`src/rtl/alu_pipe_pkg.sv`:
```
//------------------------------------------------------------------------------
// Module   : alu_pipe_pkg
// Brief    : Shared types and operation encodings for the pipelined ALU.
// Revision : 1.0 - initial release
//------------------------------------------------------------------------------
`default_nettype none

package alu_pipe_pkg;

   // Operation select within a group
   typedef logic [2:0] sel_t;

   // Status flags produced alongside every result
   typedef struct packed {
      logic equal;
      logic carry;
      logic zero;
   } alu_flags_t;

   // {mode, sel} encodings: mode=1 arithmetic group, mode=0 logic group
   localparam logic [3:0] OP_ADD   = 4'b1_000;
   localparam logic [3:0] OP_SUB   = 4'b1_001;
   localparam logic [3:0] OP_INC   = 4'b1_010;
   localparam logic [3:0] OP_DEC   = 4'b1_011;
   localparam logic [3:0] OP_MUL   = 4'b1_100;
   localparam logic [3:0] OP_CMP   = 4'b1_101;
   localparam logic [3:0] OP_PASSA = 4'b1_110;
   localparam logic [3:0] OP_NEG   = 4'b1_111;
   localparam logic [3:0] OP_AND   = 4'b0_000;
   localparam logic [3:0] OP_OR    = 4'b0_001;
   localparam logic [3:0] OP_XOR   = 4'b0_010;
   localparam logic [3:0] OP_NOT   = 4'b0_011;
   localparam logic [3:0] OP_NAND  = 4'b0_100;
   localparam logic [3:0] OP_NOR   = 4'b0_101;
   localparam logic [3:0] OP_XNOR  = 4'b0_110;
   localparam logic [3:0] OP_SHL   = 4'b0_111;

endpackage

`default_nettype wire

```
`src/rtl/alu_pipe_core.sv`:
```
//------------------------------------------------------------------------------
// Module   : alu_core
// Brief    : Combinational WIDTH-bit ALU with 2*WIDTH-bit result and flags.
// Revision : 1.0 - initial release
//------------------------------------------------------------------------------
`default_nettype none

module alu_core
   import alu_pipe_pkg::*;
#(
   parameter int WIDTH = 4
) (
   input  logic [WIDTH-1:0]   a,
   input  logic [WIDTH-1:0]   b,
   input  sel_t               sel,
   input  logic               mode,
   input  logic               c_in,
   output logic [2*WIDTH-1:0] result,
   output alu_flags_t         flags
);

   // One extra bit on every narrow sum so bit WIDTH is the carry/borrow out
   logic [WIDTH:0]     add_s, sub_s, inc_s, dec_s, neg_s;
   logic [2*WIDTH-1:0] prod;
   logic [WIDTH-1:0]   narrow;
   logic               cy;
   logic               use_wide;

   assign add_s = {1'b0, a} + {1'b0, b} + {{WIDTH{1'b0}}, c_in};
   assign sub_s = {1'b0, a} - {1'b0, b} - {{WIDTH{1'b0}}, c_in};
   assign inc_s = {1'b0, a} + (WIDTH+1)'(1);
   assign dec_s = {1'b0, a} - (WIDTH+1)'(1);
   assign neg_s = (WIDTH+1)'(0) - {1'b0, a};
   assign prod  = {{WIDTH{1'b0}}, a} * {{WIDTH{1'b0}}, b};

   // Select the operation; only MUL uses the full-width product
   always_comb begin
      narrow   = '0;
      cy       = 1'b0;
      use_wide = 1'b0;
      case ({mode, sel})
         OP_ADD:   begin narrow = add_s[WIDTH-1:0]; cy = add_s[WIDTH]; end
         OP_SUB:   begin narrow = sub_s[WIDTH-1:0]; cy = sub_s[WIDTH]; end
         OP_INC:   begin narrow = inc_s[WIDTH-1:0]; cy = inc_s[WIDTH]; end
         OP_DEC:   begin narrow = dec_s[WIDTH-1:0]; cy = dec_s[WIDTH]; end
         OP_MUL:   use_wide = 1'b1;
         OP_CMP:   narrow = '0;
         OP_PASSA: narrow = a;
         OP_NEG:   begin narrow = neg_s[WIDTH-1:0]; cy = neg_s[WIDTH]; end
         OP_AND:   narrow = a & b;
         OP_OR:    narrow = a | b;
         OP_XOR:   narrow = a ^ b;
         OP_NOT:   narrow = ~a;
         OP_NAND:  narrow = ~(a & b);
         OP_NOR:   narrow = ~(a | b);
         OP_XNOR:  narrow = ~(a ^ b);
         OP_SHL:   begin narrow = {a[WIDTH-2:0], c_in}; cy = a[WIDTH-1]; end
         default:  narrow = '0;
      endcase
   end

   // Widen the result and derive flags over the full result width
   always_comb begin
      result      = use_wide ? prod : {{WIDTH{1'b0}}, narrow};
      flags.equal = (a == b);
      flags.carry = cy;
      flags.zero  = (result == '0);
   end

endmodule

`default_nettype wire

```
`src/rtl/alu_pipe.sv`:
```
//------------------------------------------------------------------------------
// Module   : alu_pipe
// Brief    : Two-stage pipelined ALU with valid/ready handshake and a chaining
//            accumulator holding the low half of the latest S2 result.
// Revision : 1.0 - initial release
//------------------------------------------------------------------------------
`default_nettype none

module alu_pipe
   import alu_pipe_pkg::*;
#(
   parameter int WIDTH = 4
) (
   input  logic               clk,
   input  logic               rstb,
   input  logic               in_valid,
   output logic               in_ready,
   input  logic [WIDTH-1:0]   op1,
   input  logic [WIDTH-1:0]   op2,
   input  sel_t               sel,
   input  logic               c_in,
   input  logic               mode,
   input  logic               acc_en,
   output logic               out_valid,
   input  logic               out_ready,
   output logic [2*WIDTH-1:0] result,
   output logic               equal,
   output logic               carry,
   output logic               zero
);

   // Stage S1: captured command
   logic               s1_valid_q, s1_valid_d;
   logic [WIDTH-1:0]   s1_op1_q, s1_op1_d;
   logic [WIDTH-1:0]   s1_op2_q, s1_op2_d;
   sel_t               s1_sel_q, s1_sel_d;
   logic               s1_mode_q, s1_mode_d;
   logic               s1_cin_q, s1_cin_d;
   logic               s1_acc_en_q, s1_acc_en_d;
   // Stage S2: registered result, flags and accumulator
   logic               out_valid_q, out_valid_d;
   logic [2*WIDTH-1:0] result_q, result_d;
   alu_flags_t         flags_q, flags_d;
   logic [WIDTH-1:0]   acc_q, acc_d;

   logic               s2_adv, s1_adv, accept;
   logic [WIDTH-1:0]   core_a;
   logic [2*WIDTH-1:0] core_res;
   alu_flags_t         core_flags;

   assign s2_adv   = !out_valid_q || out_ready;
   assign s1_adv   = s1_valid_q && s2_adv;
   assign in_ready = !s1_valid_q || s2_adv;
   assign accept   = in_valid && in_ready;
   assign core_a   = s1_acc_en_q ? acc_q : s1_op1_q;

   alu_core #(.WIDTH(WIDTH)) u_core (
      .a      (core_a),
      .b      (s1_op2_q),
      .sel    (s1_sel_q),
      .mode   (s1_mode_q),
      .c_in   (s1_cin_q),
      .result (core_res),
      .flags  (core_flags)
   );

   // S1 empties when it advances and refills on an accepted command
   always_comb begin
      s1_valid_d  = s1_valid_q;
      s1_op1_d    = s1_op1_q;
      s1_op2_d    = s1_op2_q;
      s1_sel_d    = s1_sel_q;
      s1_mode_d   = s1_mode_q;
      s1_cin_d    = s1_cin_q;
      s1_acc_en_d = s1_acc_en_q;
      if (s1_adv) s1_valid_d = 1'b0;
      if (accept) begin
         s1_valid_d  = 1'b1;
         s1_op1_d    = op1;
         s1_op2_d    = op2;
         s1_sel_d    = sel;
         s1_mode_d   = mode;
         s1_cin_d    = c_in;
         s1_acc_en_d = acc_en;
      end
   end

   // S2 and the accumulator only change when S2 is free to advance
   always_comb begin
      out_valid_d = out_valid_q;
      result_d    = result_q;
      flags_d     = flags_q;
      acc_d       = acc_q;
      if (s2_adv) out_valid_d = s1_valid_q;
      if (s1_adv) begin
         result_d = core_res;
         flags_d  = core_flags;
         acc_d    = core_res[WIDTH-1:0];
      end
   end

   // Pipeline registers with asynchronous clear
   always_ff @(posedge clk or posedge rstb) begin
      if (rstb) begin
         s1_valid_q  <= 1'b0;
         s1_op1_q    <= '0;
         s1_op2_q    <= '0;
         s1_sel_q    <= '0;
         s1_mode_q   <= 1'b0;
         s1_cin_q    <= 1'b0;
         s1_acc_en_q <= 1'b0;
         out_valid_q <= 1'b0;
         result_q    <= '0;
         flags_q     <= '0;
         acc_q       <= '0;
      end else begin
         s1_valid_q  <= s1_valid_d;
         s1_op1_q    <= s1_op1_d;
         s1_op2_q    <= s1_op2_d;
         s1_sel_q    <= s1_sel_d;
         s1_mode_q   <= s1_mode_d;
         s1_cin_q    <= s1_cin_d;
         s1_acc_en_q <= s1_acc_en_d;
         out_valid_q <= out_valid_d;
         result_q    <= result_d;
         flags_q     <= flags_d;
         acc_q       <= acc_d;
      end
   end

   assign out_valid = out_valid_q;
   assign result    = result_q;
   assign equal     = flags_q.equal;
   assign carry     = flags_q.carry;
   assign zero      = flags_q.zero;

endmodule

`default_nettype wire

```
`config.mk`:
```
export PLATFORM = sky130hd
export DESIGN_NAME = alu_pipe
export DESIGN_NICKNAME = d
export VERILOG_FILES = /design/src/rtl/alu_pipe_pkg.sv /design/src/rtl/alu_pipe_core.sv /design/src/rtl/alu_pipe.sv
export SDC_FILE = /design/constraint.sdc
export NUM_CORES = 1
export LEC_CHECK = 0
export CAP_MARGIN = 10
export CORE_ASPECT_RATIO = 0.8
export CORE_MARGIN = 10
export CORE_UTILIZATION = 45
export DETAILED_ROUTE_END_ITERATION = 10
export GPL_ROUTABILITY_DRIVEN = 0
export GPL_TIMING_DRIVEN = 0
export PLACE_DENSITY = 0.67
export SYNTH_ARGS = -nofsm -noshare
export SYNTH_HDL_FRONTEND = slang
export SYNTH_SLANG_ARGS = --single-unit
```
`constraint.sdc`:
```
create_clock -name clk -period 5.4 [get_ports clk]
set_clock_uncertainty 0.2 [all_clocks]
set_input_delay 1.08 -clock clk [delete_from_list [all_inputs] [get_ports clk]]
set_output_delay 1.08 -clock clk [all_outputs]
set_load 0.01 [all_outputs]
```
* After elaboration in Yosys (flattened, before gate mapping)
Cells that the tools add are included.
** Operators by class
- Add/subtract/negate cells :: 7
- $mul :: 1
- Eq/ne operators :: 15
- Multiplexer cells :: 7
- Bitwise gates (word level) :: 7
- Reductions and logical operators :: 9
** Operators with widths (count)
- $pmux 4 s14 :: 1
- $eq 4x4->1 const B :: 7
- $eq 4x3->1 const B :: 4
- $not 4->4 :: 4
- $eq 4x2->1 const B :: 2
- $logic_not 8->1 :: 1
- $mul 4x4->8 :: 1
- $mux 8 :: 1
- $pmux 1 s6 :: 1
- $add 4x1->5 const B :: 1
- $add 4x4->5 :: 1
- $add 5x1->5 :: 1
- $sub 1x4->5 const A :: 1
- $sub 4x1->5 const B :: 1
- $sub 4x4->5 :: 1
- $sub 5x1->5 :: 1
- $and 4x4->4 :: 1
- $eq 4x1->1 const B :: 1
- $eq 4x4->1 :: 1
- $logic_not 4->1 :: 1
- $mux 4 :: 1
- $or 4x4->4 :: 1
- $xor 4x4->4 :: 1
- $mux 1 :: 3
- other kinds (4) :: 7
** Word-level totals
- Register bits after elaboration :: 31
- Input port bits :: 18
- Output and inout port bits :: 13
- Logic and storage cells :: 59

* Depth between registers and ports, before layout
- Depth in word-level cells :: 6
- Depth in mapped cells :: 14
- Depth with buffers taken out :: 13

* Modules after synthesis
From an unflattened synthesis, not the netlist that was laid out.
** Second synthesis, totals
- Cells, all modules :: 286
- Area, all modules :: 2800.2 µm²
** Modules (own cells, without submodules)
- alu_core :: times used 1, cells an instance 221, area an instance 1632.8 µm², sequential area each 0.0 µm²
- alu_pipe :: times used 1, cells an instance 65, area an instance 1167.4 µm², sequential area each 675.6 µm²

* Worst setup path after synthesis
OpenSTA, ideal clock, no wires.
- Path type :: reg2reg
- Start :: register s1_acc_en_q
- End :: register flags_q (netlist bit zero)
- Library setup time :: 103 ps
- Data arrival time :: 3797 ps
- Data required time :: 5097 ps
- Path slack :: 1300 ps
- Cell stages (with the launch flop) :: 15
- Buffers on the path :: 1
- Period minus slack after synthesis :: 4100 ps
- Path through :: dfrtp_1 > buf_6 > mux2i_4 > inv_1 > nand2_1 > fa_1 > inv_1 > fa_1 > fa_1 > a21o_1 > a21oi_1 > xor2_1 > a31oi_1 > or4bb_1 > o41ai_2
** On the way
- Cells in the longest elaborated chain, start to end :: 6
- Elaborated cells on any way between the ends :: 19
- Classes of those cells :: 7 x add/sub; 1 x mul; 3 x mux; 7 x bitwise; 1 x reduce/logical
** Ends and longest elaborated chain
- from (decl) :: RTL line alu_pipe.sv:39 : logic s1_acc_en_q, s1_acc_en_d;
- from (signal assigned) :: RTL line alu_pipe.sv:123 : s1_acc_en_q <= s1_acc_en_d;
- $mux 4 (*) :: RTL line alu_pipe.sv:55 : assign core_a = s1_acc_en_q ? acc_q : s1_op1_q;
- $sub 4x4->5 (tied with other cells) :: RTL line alu_pipe_core.sv:30 : assign sub_s = {1'b0, a} - {1'b0, b} - {{WIDTH{1'b0}}, c_in};
- $sub 5x1->5 (tied with other cells) :: RTL line alu_pipe_core.sv:30
- $pmux 4 s14 :: RTL line alu_pipe_core.sv:41 : case ({mode, sel})
- $mux 8 (*) :: RTL line alu_pipe_core.sv:64 : result = use_wide ? prod : {{WIDTH{1'b0}}, narrow};
- $logic_not 8->1 (*) :: RTL line alu_pipe_core.sv:67 : flags.zero = (result == '0);
- to (signal assigned) :: RTL line alu_pipe.sv:126 : flags_q <= flags_d;
- to (decl) :: RTL line alu_pipe.sv:43 : alu_flags_t flags_q, flags_d;
Every way passes the cells marked *; elsewhere a longest branch is shown, timed or not.
A chain may end at the register's enable or synchronous reset.

* Worst setup path in the final report
Ends and elaborated chain as after synthesis.

==> run metrics <==
outcome finished clean; XOR/XNOR Fraction of Synth Area 0.03600; met1 usage 0.2183; clock latency on the worst-skew pair 0.28 ns; cells resized by post-CTS repair 0; DRC 0; largest net degree at the start of global routing 28; Slew HR 0.2802; nets@finish 381; Adder-Cell Fraction of Synth Area 0.1814; ANT cells 0; Hold Path End equal$_DFFE_PP0P_; critical setup path kind flip-flop to flip-flop; Pleak 1.353 nW; DR iter-0 viols 314; internal reg-to-reg setup slack 0.89 ns; Routed WL 7257 um; Yosys top cell area share 0.2525; Post-CTS Setup Inserts 0; RR Endpoint zero$_DFFE_PP0P_; met2 Usage GRT 0.2393; WHS Path Cells 2; vias in the first global route 2,311; TritonCTS clock tree done; CP most frequent cell fa_1; sequential share of the synthesized area 0.2525; Peak VDD IR 277.5 uV; Crit path max-delay family adder cells; TNS Setup 0 ns; Die Wd 106.2 um; via/cell ratio 5.787; H-tree depth 1; layout cell share with drive strength beyond 1 0.1311; Initial Util 0.4575; Mean Syn Cell Area 9.103 um2; # placed instances 405; Startpoint Class flip-flop; Simple-Gate Fraction of Synth Area 0.1828; Area Overhead vs Synth 16.74%; Cell variety after synth 53; endpoint class of the critical path flip-flop; core area 5849 um2; CTS Root Cell clkbuf_8; min-delay src equal$_DFFE_PP0P_; Synth Flop Type dfrtp_1; Area after DPL 3078 um2; maximum clock rate 221.8 MHz; post-synthesis mux area share 0.1206; hold_buf cts 0; power density cells 408.0 nW/um2; Final ANT Viol Nets 0; RSZ-0062 raised after global routing false; worst r2r src s1_acc_en_q$_DFFE_PP0P_; cell area after synthesis 2676 um2; post-layout util 0.5341; Final min period 4.508 ns; Num CTS Buffers 3; Worst Path Max Fanout 11; DP HPWL 5696 um; cells on worst reg2reg path 14; #FFs+latches synth 27; Design Area, Final 3124 um2; Placement Setup Slack 0.9367 ns; GRT busiest layer met2; total die area 9451 um2; drt wl/cell 17.74 um; ys async rst share 1.000; first-pass GRT wire length 12,070 um; Yosys top cell by area dfrtp_1; crit path cell chain buf_6 -> mux2i_4 -> inv_1 -> nand2_1 -> fa_1 -> inv_1 -> fa_1 -> fa_1 -> a21o_1 -> a21oi_1 -> xor2_1 -> a31oi_1 -> or4bb_1 -> o41ai_2; Worst-path clk slew 0.10 ns; Max Transition Viols Final 0; crit-path max cell delay 0.52 ns; Ys Warns 0; setup-violating endpoint count in the final report 0; Worst Path Arrival 4.50 ns; largest family of logic cells by synthesized area simple AND/OR/NAND/NOR gates; non-filler cells, final 409; Die Ht 88.98 um; Compound-Gate Fraction of Synth Area 0.1599; io pins 31; GR Util met3 0.04251; GRT Resource Usage Total 0.1578; slowest CP cell or4bb_1; final period utilization 0.8349; slew at the pin closest to its max-slew limit 1.079 ns; row count 25; I/O Buffers 30; Fin. Hold Viols 0; Hold Path Class flip-flop to flip-flop; Min Hold Slack 0.2832 ns; # Max-Cap Violations 0; clock tree buffer depth 2; Total Power 1.275 mW; initial antenna violation count 0; number of flops mapped to enable cells by yosys 0; First-pass DRT Iterations 5; synthesized net count 346; Cells after Synth 294; Vias 2,367; clk sinks 27; required time of the critical path 5.39 ns; top post-synthesis cells by area dfrtp_1 25%, ha_1 12%, mux2_2 7.2%; Buffers & Inverters on Critical Path 3; setup ws final 0.8918 ns; GRT overflow 0
## metal layers
| layer | vias up | share of wire |
|---|---|---|
| li1 | 1124 | - |
| met1 | 1093 | 0.45 |
| met2 | 137 | 0.43 |
| met3 | 13 | 0.099 |
| met4 | 0 | 0.019 |
| met5 | - | 0 |
## synthesized netlist by cell type (2+ instances only)
| cell | count |
|---|---|
| a32oi_1 | 3 |
| mux2_2 | 17 |
| nand4_1 | 6 |
| buf_1 | 2 |
| o211ai_1 | 4 |
| a311oi_1 | 2 |
| a21o_1 | 3 |
| mux2i_1 | 5 |
| a2111oi_0 | 2 |
| nor2_1 | 17 |
| nand3_1 | 8 |
| nor2b_1 | 9 |
| buf_2 | 6 |
| ha_1 | 26 |
| nand2b_1 | 8 |
| a31oi_1 | 5 |
| inv_1 | 22 |
| a211oi_1 | 4 |
| dfrtp_1 | 27 |
| fa_1 | 8 |
| o21ai_0 | 15 |
| or4_1 | 2 |
| o2111ai_1 | 2 |
| mux2i_4 | 3 |
| a21oi_1 | 12 |
| xor2_1 | 4 |
| nor4bb_1 | 2 |
| o22ai_1 | 2 |
| xnor2_1 | 7 |
| and3_1 | 6 |
| nand2_1 | 23 |
| clkbuf_1 | 4 |
| inv_2 | 2 |
| buf_6 | 2 |
| nor3_1 | 6 |
## worst reg2reg max path, delay by kind of cell, from the launching register on
kind | cells | cell delay, ns
simple gates | 2 | 0.68
compound gates | 4 | 0.73
xor+xnor | 1 | 0.20
flops | 1 | 0.36
mux | 1 | 0.47
fa+ha+maj | 3 | 1.29
buf+inv | 3 | 0.51
## state kept, by name, summed over array words and instances (netlist names)
signal	count
s1_acc_en_q	1
zero	1
equal	1
s1_op1_q	4
s1_valid_q	1
s1_sel_q	3
s1_mode_q	1
carry	1
out_valid	1
s1_op2_q	4
result	8
s1_cin_q	1
## power by group
part           internal (mW)  leakage [nW]  total, mW  switching (mW)
sequential             0.243         0.328      0.290          0.0471
clock                 0.0520        0.0255      0.125          0.0728
combinational          0.380         0.999      0.859           0.480
total                  0.675          1.35       1.27           0.600
## final cells by class
cell class                 count  area [um2]
buffer                        15       82.58
clock buffer                   3       41.29
clock inverter                 1       5.005
fill                         554        2725
inverter                      25       96.34
multi-input combinational    227        1822
sequential                    27       675.6
tap                           81       101.3
timing repair buffer          30       300.3
## worst max path at each step
stage | from | endpoint | cells after the start
4_1_cts | s1_acc_en_q$_DFFE_PP0P_ | zero$_DFFE_PP0P_ | 14
3_5_place_dp | s1_acc_en_q$_DFFE_PP0P_ | zero$_DFFE_PP0P_ | 14
3_3_place_gp | s1_acc_en_q$_DFFE_PP0P_ | zero$_DFFE_PP0P_ | 14
6_report | s1_acc_en_q$_DFFE_PP0P_ | zero$_DFFE_PP0P_ | 14
2_1_floorplan | s1_acc_en_q$_DFFE_PP0P_ | zero$_DFFE_PP0P_ | 14
5_1_grt | s1_acc_en_q$_DFFE_PP0P_ | zero$_DFFE_PP0P_ | 14
## kinds of logic (layout without fill, tap and decap cells)
| family | Yosys count | count (layout) |
|---|---|---|
| multiplexers | 26 | 26 |
| XOR/XNOR | 11 | 11 |
| adder cells (fa/ha/maj) | 34 | 34 |
| buffers and inverters | 40 | 74 |
| AO/OA/AOI/OAI | 63 | 63 |
| AND/OR/NAND/NOR | 93 | 93 |
| flip-flops | 27 | 27 |
## layout by cell type (no fill, tap or decap), types with 3 or more instances in the layout
cell type,count
clkdlybuf4s50_1,30
dfrtp_1,27
ha_1,26
nand2_1,23
inv_1,22
mux2_2,17
nor2_1,17
o21ai_0,15
a21oi_1,12
nor2b_1,9
nand2b_1,8
nand3_1,8
fa_1,8
xnor2_1,7
buf_2,6
and3_1,6
nor3_1,6
nand4_1,6
mux2i_1,5
a31oi_1,5
clkbuf_1,4
o211ai_1,4
a211oi_1,4
xor2_1,4
mux2i_4,3
a21o_1,3
a32oi_1,3
clkbuf_8,3
Power figures use the tool's default switching activity.
